[src/rtl/iob_vexriscv_pkg.sv]
// Shared types and AXI constants for the VexRiscv AXI glue blocks.
package iob_vexriscv_pkg;

   typedef enum logic [1:0] {
      ST_IDLE = 2'd0,
      ST_ADDR = 2'd1,
      ST_DATA = 2'd2
   } rd_arb_state_t;

   localparam logic [1:0] AXI_BURST_FIXED = 2'b00;
   localparam logic [1:0] AXI_BURST_INCR  = 2'b01;
   localparam logic [1:0] AXI_BURST_WRAP  = 2'b10;

   localparam logic [1:0] AXI_RESP_OKAY   = 2'b00;
   localparam logic [1:0] AXI_RESP_EXOKAY = 2'b01;
   localparam logic [1:0] AXI_RESP_SLVERR = 2'b10;
   localparam logic [1:0] AXI_RESP_DECERR = 2'b11;

endpackage

[src/rtl/iob_vexriscv_rr_sel.sv]
// Two-input arbiter: ptr names the requester that wins a tie; grant is one-hot.
module iob_vexriscv_rr_sel (
   input  logic [1:0] req,
   input  logic       ptr,
   output logic [1:0] gnt
);

   always_comb begin
      gnt = req;
      if (req == 2'b11) gnt = ptr ? 2'b10 : 2'b01;
   end

endmodule

[src/rtl/iob_vexriscv_axi_rd_arb.sv]
// Two-requester AXI read-channel arbiter, one outstanding burst.
// Define IOB_VEXRISCV_RD_ARB_RR_EN for round-robin; default is fixed priority to requester 1.
module iob_vexriscv_axi_rd_arb
   import iob_vexriscv_pkg::*;
#(
   parameter int ADDR_W = 32,
   parameter int DATA_W = 32,
   parameter int ID_W   = 1,
   parameter int LEN_W  = 8
) (
   input  logic              clk_i,
   input  logic              rst_i,
   input  logic              m0_arvalid_i,
   output logic              m0_arready_o,
   input  logic [ADDR_W-1:0] m0_araddr_i,
   input  logic [ID_W-1:0]   m0_arid_i,
   input  logic [LEN_W-1:0]  m0_arlen_i,
   input  logic [2:0]        m0_arsize_i,
   input  logic [1:0]        m0_arburst_i,
   input  logic [2:0]        m0_arprot_i,
   output logic              m0_rvalid_o,
   input  logic              m0_rready_i,
   output logic [DATA_W-1:0] m0_rdata_o,
   output logic [ID_W-1:0]   m0_rid_o,
   output logic [1:0]        m0_rresp_o,
   output logic              m0_rlast_o,
   input  logic              m1_arvalid_i,
   output logic              m1_arready_o,
   input  logic [ADDR_W-1:0] m1_araddr_i,
   input  logic [ID_W-1:0]   m1_arid_i,
   input  logic [LEN_W-1:0]  m1_arlen_i,
   input  logic [2:0]        m1_arsize_i,
   input  logic [1:0]        m1_arburst_i,
   input  logic [2:0]        m1_arprot_i,
   output logic              m1_rvalid_o,
   input  logic              m1_rready_i,
   output logic [DATA_W-1:0] m1_rdata_o,
   output logic [ID_W-1:0]   m1_rid_o,
   output logic [1:0]        m1_rresp_o,
   output logic              m1_rlast_o,
   output logic              s_arvalid_o,
   input  logic              s_arready_i,
   output logic [ADDR_W-1:0] s_araddr_o,
   output logic [ID_W-1:0]   s_arid_o,
   output logic [LEN_W-1:0]  s_arlen_o,
   output logic [2:0]        s_arsize_o,
   output logic [1:0]        s_arburst_o,
   output logic [2:0]        s_arprot_o,
   input  logic              s_rvalid_i,
   output logic              s_rready_o,
   input  logic [DATA_W-1:0] s_rdata_i,
   input  logic [ID_W-1:0]   s_rid_i,
   input  logic [1:0]        s_rresp_i,
   input  logic              s_rlast_i,
   output logic              err_o
);

   rd_arb_state_t    state, state_nxt;
   logic             sel, sel_nxt;
   logic [LEN_W-1:0] cnt, cnt_nxt;
   logic             err_nxt;
   logic             ptr;
   logic [1:0]       gnt;

`ifdef IOB_VEXRISCV_RD_ARB_RR_EN
   logic done;
   assign done = (state == ST_DATA) && s_rvalid_i && s_rready_o && s_rlast_i;

   // After a finished burst the other requester gets priority.
   always_ff @(posedge clk_i) begin
      if (rst_i)     ptr <= 1'b1;
      else if (done) ptr <= ~sel;
   end
`else
   assign ptr = 1'b1;
`endif

   iob_vexriscv_rr_sel u_rr_sel (
      .req ({m1_arvalid_i, m0_arvalid_i}),
      .ptr (ptr),
      .gnt (gnt)
   );

   always_ff @(posedge clk_i) begin
      if (rst_i) begin
         state <= ST_IDLE;
         sel   <= 1'b0;
         cnt   <= '0;
         err_o <= 1'b0;
      end else begin
         state <= state_nxt;
         sel   <= sel_nxt;
         cnt   <= cnt_nxt;
         err_o <= err_nxt;
      end
   end

   // Handshake outputs are forced low while rst_i is high, not only after the edge.
   always_comb begin
      state_nxt    = state;
      sel_nxt      = sel;
      cnt_nxt      = cnt;
      err_nxt      = 1'b0;
      s_arvalid_o  = 1'b0;
      s_rready_o   = 1'b0;
      m0_arready_o = 1'b0;
      m1_arready_o = 1'b0;
      m0_rvalid_o  = 1'b0;
      m1_rvalid_o  = 1'b0;
      if (!rst_i) begin
         case (state)
            ST_IDLE: begin
               if (m0_arvalid_i || m1_arvalid_i) begin
                  sel_nxt   = gnt[1];
                  state_nxt = ST_ADDR;
               end
            end
            ST_ADDR: begin
               s_arvalid_o = 1'b1;
               if (sel) m1_arready_o = s_arready_i;
               else     m0_arready_o = s_arready_i;
               if (s_arready_i) begin
                  cnt_nxt   = sel ? m1_arlen_i : m0_arlen_i;
                  state_nxt = ST_DATA;
               end
            end
            ST_DATA: begin
               s_rready_o = sel ? m1_rready_i : m0_rready_i;
               if (sel) m1_rvalid_o = s_rvalid_i;
               else     m0_rvalid_o = s_rvalid_i;
               if (s_rvalid_i && s_rready_o) begin
                  cnt_nxt = cnt - LEN_W'(1);
                  err_nxt = s_rlast_i != (cnt == '0);
                  if (s_rlast_i) state_nxt = ST_IDLE;
               end
            end
            default: state_nxt = ST_IDLE;
         endcase
      end
   end

   assign s_araddr_o  = sel ? m1_araddr_i  : m0_araddr_i;
   assign s_arid_o    = sel ? m1_arid_i    : m0_arid_i;
   assign s_arlen_o   = sel ? m1_arlen_i   : m0_arlen_i;
   assign s_arsize_o  = sel ? m1_arsize_i  : m0_arsize_i;
   assign s_arburst_o = sel ? m1_arburst_i : m0_arburst_i;
   assign s_arprot_o  = sel ? m1_arprot_i  : m0_arprot_i;

   assign m0_rdata_o = s_rdata_i;
   assign m0_rid_o   = s_rid_i;
   assign m0_rresp_o = s_rresp_i;
   assign m0_rlast_o = s_rlast_i;
   assign m1_rdata_o = s_rdata_i;
   assign m1_rid_o   = s_rid_i;
   assign m1_rresp_o = s_rresp_i;
   assign m1_rlast_o = s_rlast_i;

endmodule

[config.mk]
export PLATFORM = sky130hd
export DESIGN_NAME = iob_vexriscv_axi_rd_arb
export DESIGN_NICKNAME = d
export VERILOG_FILES = /design/src/rtl/iob_vexriscv_pkg.sv /design/src/rtl/iob_vexriscv_rr_sel.sv /design/src/rtl/iob_vexriscv_axi_rd_arb.sv
export SDC_FILE = /design/constraint.sdc
export NUM_CORES = 1
export LEC_CHECK = 0
export ABC_AREA = 1
export CORE_AREA = 2 2 104 106
export CTS_BUF_LIST = sky130_fd_sc_hd__clkbuf_2 sky130_fd_sc_hd__clkbuf_4 sky130_fd_sc_hd__clkbuf_8
export DETAILED_ROUTE_END_ITERATION = 8
export DIE_AREA = 0 0 106 108
export GPL_ROUTABILITY_DRIVEN = 0
export MAX_ROUTING_LAYER = met4
export PLACE_DENSITY_LB_ADDON = 0.2
export SKIP_CTS_REPAIR_TIMING = 1
export SLEW_MARGIN = 5
export SYNTH_ARGS = -nofsm -noshare
export SYNTH_HDL_FRONTEND = slang
export SYNTH_HIERARCHICAL = 1
export SYNTH_SLANG_ARGS = --single-unit
[constraint.sdc]
create_clock -name clk_i -period 3.6 [get_ports clk_i]
set_input_delay 1.08 -clock clk_i [delete_from_list [all_inputs] [get_ports clk_i]]
set_output_delay 1.08 -clock clk_i [all_outputs]
set_load 0.01 [all_outputs]
==> qor.csv <==
metric;value;unit
synth_fp_nets;506;
finalSetupTns;0;ns
p_per_area;258;nW/um^2
setup_viol;0;
arrival;2.45;ns
antenna_left;0;
grt_max_degree;31;
combPwrFrac;63.9;%
n_antenna_cell;0;
mostFrequentLayoutCell;nand2_1;
clk_pin_slew;0.06;ns
netSwitchingPower;0.310;mW
final-hold-violation-count;0;
core-area;10200;um^2
worstSetupStartpointType;primary input;
drc_errors;0;
fin_nets;599;
fmax;0.284;GHz
antenna_found_initial;0;
die_y;108;um
critPathCaptureType;primary output;
clkPwrFrac;17.5;%
fp.dieW;106;um
hpwlAfterDp;6490;um
die-area;11400;um^2
numCtsBuffers;3;
cp.required;2.52;ns
p_total;0.852;mW
wire_per_inst;13.4;um
yosysWarningCount;6;
routed_via_density;4.02;
fin_skew;0.00239;ns
grt_pass1_wl;11900;um
drt-initial-drc-count;97;
initial_core_util;19.5;%
firstDrtPassIters;4;
fillers;1096;
status;finished, final reports clean;
seq_power_share;18.5;%
ios;270;
leakage;1.51;nW
layout_common_cells;nand2_1, clkdlybuf4s50_1, nor2_1;
netlist_area;1990;um^2
placementRows;37;
vias;2369;
ir_worst_vdd;0.0929;mV
finalCriticalPeriod;3.53;ns
cap_violations;0;
rsz0062_at_grt;false;
grt_pass1_vias;2416;
htreeDepth;1;
avgSynthCellArea;5.50;um^2
clk-insertion-delay-late;0.24;ns
hp-class;reg2reg;
io_buffers;164;
crit_fanout;3;
switching_share;36.4;%
cts_tree;built;
post-route-period-util;98.0;%
clock_sinks;12;
report.final.slew_viol_count;0;
routed_wl;7900;um
internal-power;0.542;mW
globalRouteTotalUtil;13.2;%
area_growth_syn_to_layout;66.0;%
criticalPathCategory;in2out;
clk_path_buf_depth;2;
drive_gt1_share;5.29;%
cts_root_buffer;clkbuf_8;
gr-total-overflow;0;
netlist_instances;362;
flip-flops by register name (all words and copies together), names as in the netlist:
register  flops
cnt           8
state         2
err_o         1
sel           1
metal layers:
layer | wire length [um] | up-vias | track usage (%)
li1 | - | 1219 | -
met1 | 2820 | 997 | 13.6
met2 | 4130 | 145 | 25.3
met3 | 863 | 8 | 3.92
met4 | 85 | 0 | 2.35
met5 | 0 | - | -
power by group through the flow:
| stage | logic, mW | registers [mW] | clock network, mW |
|---|---|---|---|
| 2_1_floorplan | 0.320 | 0.153 | 0 |
| 3_3_place_gp | 0.548 | 0.161 | 0 |
| 3_5_place_dp | 0.548 | 0.161 | 0 |
| 4_1_cts | 0.553 | 0.158 | 0.153 |
| 5_1_grt | 0.601 | 0.160 | 0.158 |
| 6_report | 0.545 | 0.158 | 0.149 |
worst max-delay path, stage by stage:
cell and delay, ns:
clkdlybuf4s50_1 0.48, inv_1 0.07, nor4_1 0.23, clkdlybuf4s50_1 0.58
per-stage QoR:
step	util, %	cells	instance area, um^2	hold slack (ns)	setup WS [ns]
final	32.3	590	3300	0.492	0.0728
after global routing	32.3	590	3300	0.520	0.0487
after CTS	32.3	590	3300	0.491	0.0772
after detailed placement	31.8	586	3250	0.483	0.0909
after global placement	31.8	586	3250	0.474	0.0744
after floorplan	-	362	1990	0.453	0.786
area by class of cell:
cell class,count,area [um^2],area share [%]
multi-input combinational,249,1060,32.0
tap,136,170,5.15
sequential,12,241,7.31
clock buffer,4,55.1,1.67
inverter,16,70.1,2.12
timing repair buffer,173,1710,51.7
final timing paths:
path	start	to	slack, ns	depth (start not counted)
hold / removal	cnt[7]	cnt[7]	0.49	2
hold reg to reg	cnt[7]	cnt[7]	0.49	2
setup / recovery	s_arready_i	m1_arready_o	0.07	4
setup reg to reg	sel	cnt[3]	2.17	9
(Power assumes the default switching activity.)
